**src/rtl/dcache_refill_ctrl_pkg.sv**
```systemverilog
// Shared constants for the d_cache refill path: line/address widths,
// refill FSM state encoding and arbiter direction encoding.
package dcache_refill_ctrl_pkg;

    localparam int LINE_WIDTH     = 128;
    localparam int PHYS_ADDR_SIZE = 20;
    localparam int LAT_W          = 16;

    typedef enum logic [2:0] {
        IDLE     = 3'd0,
        WB_REQ   = 3'd1,
        WB_GAP   = 3'd2,
        FILL_REQ = 3'd3,
        DONE     = 3'd4
    } refill_state_t;

    localparam logic MEM_WRITE = 1'b1;
    localparam logic MEM_READ  = 1'b0;

endpackage

```
**src/rtl/dcache_refill_ctrl_timer.sv**
```systemverilog
// Saturating per-miss latency counter and optional request watchdog.
// Watchdog compiled in only with REFILL_TIMEOUT_EN.
module refill_timer
    import dcache_refill_ctrl_pkg::*;
#(
`ifdef REFILL_TIMEOUT_EN
    parameter int TIMEOUT_CYCLES = 255,
`endif
    parameter int CNT_W = LAT_W
) (
    input  logic             clk,
    input  logic             reset,
    input  logic             start,
    input  logic             busy,
    input  logic             done_evt,
`ifdef REFILL_TIMEOUT_EN
    input  logic             req_active,
    input  logic             mem_ready,
    output logic             timeout,
`endif
    output logic [CNT_W-1:0] last_latency
);

    localparam logic [CNT_W-1:0] CNT_MAX = '1;

    logic [CNT_W-1:0] lat_cnt;
    logic [CNT_W-1:0] lat_inc;

    assign lat_inc = (lat_cnt == CNT_MAX) ? CNT_MAX : lat_cnt + 1'b1;

    // Count busy cycles since the miss was accepted, saturating.
    always_ff @(posedge clk or negedge reset) begin
        if (!reset) begin
            lat_cnt <= '0;
        end else if (start) begin
            lat_cnt <= '0;
        end else if (busy) begin
            lat_cnt <= lat_inc;
        end
    end

    // Publish the count including the finishing cycle itself.
    always_ff @(posedge clk or negedge reset) begin
        if (!reset) begin
            last_latency <= '0;
        end else if (done_evt) begin
            last_latency <= lat_inc;
        end
    end

`ifdef REFILL_TIMEOUT_EN
    localparam int WD_W = $clog2(TIMEOUT_CYCLES + 1);
    localparam logic [WD_W-1:0] WD_LAST = WD_W'(TIMEOUT_CYCLES - 1);

    logic [WD_W-1:0] wd_cnt;

    // Enable cycles of the current request; cleared between requests.
    always_ff @(posedge clk or negedge reset) begin
        if (!reset) begin
            wd_cnt <= '0;
        end else if (req_active) begin
            wd_cnt <= wd_cnt + 1'b1;
        end else begin
            wd_cnt <= '0;
        end
    end

    assign timeout = req_active && !mem_ready && (wd_cnt == WD_LAST);
`endif

endmodule

```
**src/rtl/dcache_refill_ctrl.sv**
```systemverilog
// d_cache miss handler: optional victim write-back, then line fill.
// Optional watchdog abort: define REFILL_TIMEOUT_EN.
module dcache_refill_ctrl
    import dcache_refill_ctrl_pkg::*;
#(
    parameter int LINE_WIDTH     = dcache_refill_ctrl_pkg::LINE_WIDTH,
    parameter int ADDR_SIZE      = PHYS_ADDR_SIZE,
    parameter int OFFSET_BITS    = $clog2(LINE_WIDTH / 8),
    parameter int TIMEOUT_CYCLES = 255
) (
    input  logic                  clk,
    input  logic                  reset,
    input  logic                  miss_valid,
    output logic                  miss_ready,
    input  logic [ADDR_SIZE-1:0]  miss_addr,
    input  logic                  miss_dirty,
    input  logic [ADDR_SIZE-1:0]  victim_addr,
    input  logic [LINE_WIDTH-1:0] victim_data,
    output logic                  fill_valid,
    output logic [ADDR_SIZE-1:0]  fill_addr,
    output logic [LINE_WIDTH-1:0] fill_data,
    output logic                  fill_error,
    output logic                  error_sticky,
    output logic [15:0]           last_latency,
    output logic [ADDR_SIZE-1:0]  mem_address,
    output logic [LINE_WIDTH-1:0] mem_in_data,
    output logic                  mem_write_or_read,
    output logic                  mem_enable,
    input  logic [LINE_WIDTH-1:0] mem_out_data,
    input  logic                  mem_ready
);

    localparam logic [ADDR_SIZE-1:0] ALIGN_MASK =
        {{(ADDR_SIZE - OFFSET_BITS){1'b1}}, {OFFSET_BITS{1'b0}}};

    refill_state_t state_q;
    refill_state_t state_d;

    logic                  accept;
    logic                  req_active;
    logic                  timeout;
    logic [ADDR_SIZE-1:0]  miss_addr_q;
    logic [ADDR_SIZE-1:0]  victim_addr_q;
    logic [LINE_WIDTH-1:0] victim_data_q;
    logic [LINE_WIDTH-1:0] fill_data_q;

    // State register; reset aborts any transfer immediately.
    always_ff @(posedge clk or negedge reset) begin
        if (!reset) begin
            state_q <= IDLE;
        end else begin
            state_q <= state_d;
        end
    end

    // Next state and state-decoded outputs.
    always_comb begin
        state_d           = state_q;
        accept            = 1'b0;
        miss_ready        = 1'b0;
        mem_enable        = 1'b0;
        mem_write_or_read = MEM_READ;
        fill_valid        = 1'b0;
        req_active        = 1'b0;
        unique case (state_q)
            IDLE: begin
                miss_ready = 1'b1;
                if (miss_valid) begin
                    accept  = 1'b1;
                    state_d = miss_dirty ? WB_REQ : FILL_REQ;
                end
            end
            WB_REQ: begin
                mem_enable        = 1'b1;
                mem_write_or_read = MEM_WRITE;
                req_active        = 1'b1;
                if (mem_ready) begin
                    state_d = WB_GAP;
                end else if (timeout) begin
                    state_d = IDLE;
                end
            end
            WB_GAP: begin
                state_d = FILL_REQ;
            end
            FILL_REQ: begin
                mem_enable = 1'b1;
                req_active = 1'b1;
                if (mem_ready) begin
                    state_d = DONE;
                end else if (timeout) begin
                    state_d = IDLE;
                end
            end
            DONE: begin
                fill_valid = 1'b1;
                state_d    = IDLE;
            end
            default: begin
                state_d = IDLE;
            end
        endcase
    end

    // Latch the line-aligned miss request on accept.
    always_ff @(posedge clk or negedge reset) begin
        if (!reset) begin
            miss_addr_q   <= '0;
            victim_addr_q <= '0;
            victim_data_q <= '0;
        end else if (accept) begin
            miss_addr_q   <= miss_addr & ALIGN_MASK;
            victim_addr_q <= victim_addr & ALIGN_MASK;
            victim_data_q <= victim_data;
        end
    end

    // Capture the returned line on the read handshake.
    always_ff @(posedge clk or negedge reset) begin
        if (!reset) begin
            fill_data_q <= '0;
        end else if (state_q == FILL_REQ && mem_ready) begin
            fill_data_q <= mem_out_data;
        end
    end

    assign mem_address = (state_q == WB_REQ) ? victim_addr_q : miss_addr_q;
    assign mem_in_data = victim_data_q;
    assign fill_addr   = miss_addr_q;
    assign fill_data   = fill_data_q;

    refill_timer #(
`ifdef REFILL_TIMEOUT_EN
        .TIMEOUT_CYCLES (TIMEOUT_CYCLES),
`endif
        .CNT_W          (16)
    ) u_timer (
        .clk          (clk),
        .reset        (reset),
        .start        (accept),
        .busy         (state_q != IDLE),
        .done_evt     ((state_q == DONE) || timeout),
`ifdef REFILL_TIMEOUT_EN
        .req_active   (req_active),
        .mem_ready    (mem_ready),
        .timeout      (timeout),
`endif
        .last_latency (last_latency)
    );

`ifdef REFILL_TIMEOUT_EN
    logic fill_error_q;
    logic error_sticky_q;

    // Abort reporting: one-cycle pulse plus a flag held until reset.
    always_ff @(posedge clk or negedge reset) begin
        if (!reset) begin
            fill_error_q   <= 1'b0;
            error_sticky_q <= 1'b0;
        end else begin
            fill_error_q   <= timeout;
            error_sticky_q <= error_sticky_q | timeout;
        end
    end

    assign fill_error   = fill_error_q;
    assign error_sticky = error_sticky_q;
`else
    assign timeout      = 1'b0;
    assign fill_error   = 1'b0;
    assign error_sticky = 1'b0;
`endif

endmodule
```
**config.mk**
```make
export PLATFORM = sky130hd
export DESIGN_NAME = dcache_refill_ctrl
export DESIGN_NICKNAME = d
export VERILOG_FILES = /design/src/rtl/dcache_refill_ctrl_pkg.sv /design/src/rtl/dcache_refill_ctrl_timer.sv /design/src/rtl/dcache_refill_ctrl.sv
export SDC_FILE = /design/constraint.sdc
export NUM_CORES = 1
export LEC_CHECK = 0
export BUFFER_PORTS_ARGS = -buffer_cell sky130_fd_sc_hd__buf_2
export CORE_AREA = 2 2 238 240
export CTS_CLUSTER_DIAMETER = 50
export DETAILED_ROUTE_END_ITERATION = 10
export DIE_AREA = 0 0 240 242
export GPL_ROUTABILITY_DRIVEN = 1
export PLACE_DENSITY = 0.57
export SLEW_MARGIN = 20
export SYNTH_ARGS = -nofsm -noshare
export SYNTH_HDL_FRONTEND = slang
export SYNTH_HIERARCHICAL = 1
export SYNTH_SLANG_ARGS = --single-unit
```
**constraint.sdc**
```tcl
create_clock -name clk -period 1.9 [get_ports clk]
set_input_delay 0.38 -clock clk [delete_from_list [all_inputs] [get_ports clk]]
set_output_delay 0.38 -clock clk [all_outputs]
set_load 0.05 [all_outputs]
```
==> qor.txt <==
worst hold path type - in2reg
GP Congestion - 0.796
CTS Buf Count - 41
CP required - 1.52 ns
synth warn - 6
crit-path leading delay family - buffers and inverters
top post-synthesis cells by area - dfrtp_1 62%, mux2_2 19%, mux2_1 7.7%
first-pass GRT wire length - 57500 um
num ports - 619
Mapped Cells - 830
final setup fails - 305
Synth Register Bits - 323
Via density - 4.16
vias in the first global route - 10200
Initial Util - 0.234
root buf cell - clkbuf_16
CP Max Fanout - 4
ANT cells - 0
RSZ-0062 raised after global routing - true
fill count - 5377
WP data arrival - 2.00 ns
Clock Tree Buf Depth - 3
failing checks - setup timing
cell mode on critical path - buf_6
share of cells above drive strength 1 - 0.713
Layout area overhead - 61.7%
Synth Cell Area - 13100 um^2
Pre-antenna DRT Iters - 6
Die Height - 242 um
worst-path cell chain - nor3b_4, buf_6, clkbuf_16, mux2_4, buf_6
nets@finish - 1879
Skew-Pair Late Insertion Delay - 0.55 ns
Total Routing Usage GR - 0.126
Final Worst Setup Slack - -0.480 ns
Post-synth ARST share - 1.00
Setup CP Type - reg2out
minimum clock period - 2.38 ns
# rows - 87
Avg WL per Cell - 18.0 um
residual DRC count - 0
reg-to-reg slack, setup - -0.27 ns
EDFF count, synth - 0
CTS sink cnt - 323
largest net degree at the start of global routing - 75
Seq/Total Area, Yosys - 0.619
critical path launch point type - flip-flop
crit-path max cell delay - 0.42 ns
Starting DRT DRC Count - 279
GRT overflow - 0
Synth area leader - dfrtp_1
initial antenna violation count - 0
outcome - complete, but fails checks
Mean Syn Cell Area - 15.7 um^2
CTS tree - built
Clock Skews - 0.0181 ns
Die X - 240 um
Final Non-Filler Cells - 2365
vias after detailed routing - 9827
final WL - 42500 um
H-Tree Depth - 2
dominant synthesized flop cell - dfrtp_1
fin. max-slew vios - 0
Die ar. - 58100 um^2
DRT antenna net count - 0
Period Utilization, post-route - 1.25
CTS clk-pin slew, worst paths - 0.06 ns
Worst Path Buf+Inv - 3
maximum clock frequency - 420 MHz
Max-Cap Viols - 0
Placed Cells - 2214
CORE AREA - 55700 um^2
slowest CP cell - dfrtp_2
Crit. End Element - output pin
Final Hold Fails - 0
count of unique library cells instantiated by Yosys - 53
share of the synthesized area in the top cell type - 0.619
dpl hpwl - 28200 um
PortBufs - 600
-- flip-flops by register name, summed over array words and instances (netlist names) --
register,flops
u_timer/lat_cnt,16
fill_addr,16
mem_in_data,128
victim_addr_q,16
fill_data,128
state_q,3
u_timer/last_latency,16
-- cells by family after synthesis --
logic type	synth area share
adder cells (fa/ha/maj)	0.000958
AND/OR/NAND/NOR	0.0360
AO/OA/AOI/OAI	0.0344
other	0.000287
multiplexers	0.263
XOR/XNOR	0.00805
buffers and inverters	0.0383
flip-flops	0.619
-- synthesized netlist by cell type (all sizes together) (2+ instances only) --
cell     count
clkbuf       6
o21bai       2
dfrtp      323
a211oi       6
xnor2        9
mux2       304
nand2        6
and4         3
nand2b       2
xor2         3
nor2        31
o22ai        2
nor3b        2
a21oi        6
o21ai        3
inv          5
nor3         8
buf         55
and3         3
a31oi       18
nand3        3
a311oi       3
nand4        7
nor4         5
or3          2
a2111oi      2
-- timing repair --
| action | CTS | global route |
|---|---|---|
| endpoints found under the hold margin | 43 | 0 |
| gates resized for setup | 111 | 198 |
| setup endpoints to repair | 68 | 255 |
| buffers inserted | 17 | 15 |
| hold buffers | 12 | 0 |
| cloned | 8 | 28 |
| pin swaps | 3 | 7 |
-- worst paths after layout --
kind                                      startpoint                     endpoint  cells after the start
setup / recovery              state_q[2]$_DFFE_PN0P_              mem_address[13]                      5
hold / removal                      mem_out_data[42]    fill_data[42]$_DFFE_PN0P_                      2
setup reg to reg              state_q[2]$_DFFE_PN0P_  mem_in_data[31]$_DFFE_PN0P_                     10
hold reg to reg            fill_data[88]$_DFFE_PN0P_    fill_data[88]$_DFFE_PN0P_                      1
max in group asynchronous                      reset    fill_addr[19]$_DFFE_PN0P_                      3
min in group asynchronous                      reset   fill_data[105]$_DFFE_PN0P_                      2
-- cell type report --
cell class,instances,area (um^2),share of cell area
Clock buffer,58,1200,0.0569
Clock inverter,17,225,0.0107
Inverter,5,18.8,0.000889
Multi-Input combinational cell,450,5200,0.246
Sequential cell,323,8090,0.383
Tap cell,756,946,0.0448
Timing Repair Buffer,756,5440,0.258
-- cells in the final DEF (no fill, tap or decap), types with 3 or more instances in the layout --
cell type and n:
nand2_1 6, inv_8 3, nand4_1 5, a211oi_1 6, inv_6 3, a31oi_2 3
a21oi_1 6, clkbuf_1 8, dlygate4sd3_1 12, inv_1 4, nor3_1 6, buf_16 11
clkbuf_8 7, xnor2_1 9, clkinv_2 4, clkbuf_16 64, buf_4 59, a31oi_4 7
nor4_1 4, buf_8 25, buf_6 23, nor2_1 29, dfrtp_1 321, buf_12 26
bufinv_16 4, mux2_2 133, xor2_1 3, buf_2 579, and4_1 3, conb_1 10
mux2_4 171, a31oi_1 8
-- through the flow --
stage	TNS [ns]	setup slack (ns)	area, um^2	util	hold slack (ns)
after floorplan	-0.418	-0.0464	13100	-	0.0844
after global placement	0	0.00901	17400	0.313	0.293
after detailed placement	-0.599	-0.0415	17400	0.313	0.292
after CTS	-13.00	-0.517	19700	0.354	0.000177
after global routing	-64.34	-0.562	21100	0.379	0.0227
final	-48.16	-0.480	21100	0.379	0.0580
-- per-layer routing --
layer	global-route usage	vias to the layer above	share of wire	wire [um]
met1	0.149	4960	0.41	17500
met5	0	-	0	0
li1	-	4460	-	-
met4	0.0437	0	0.026	1090
met2	0.222	338	0.50	21300
met3	0.0318	69	0.063	2680
Power is not shown: default switching activity piles up to over one toggle a cycle in this logic, so the estimate is an artifact.
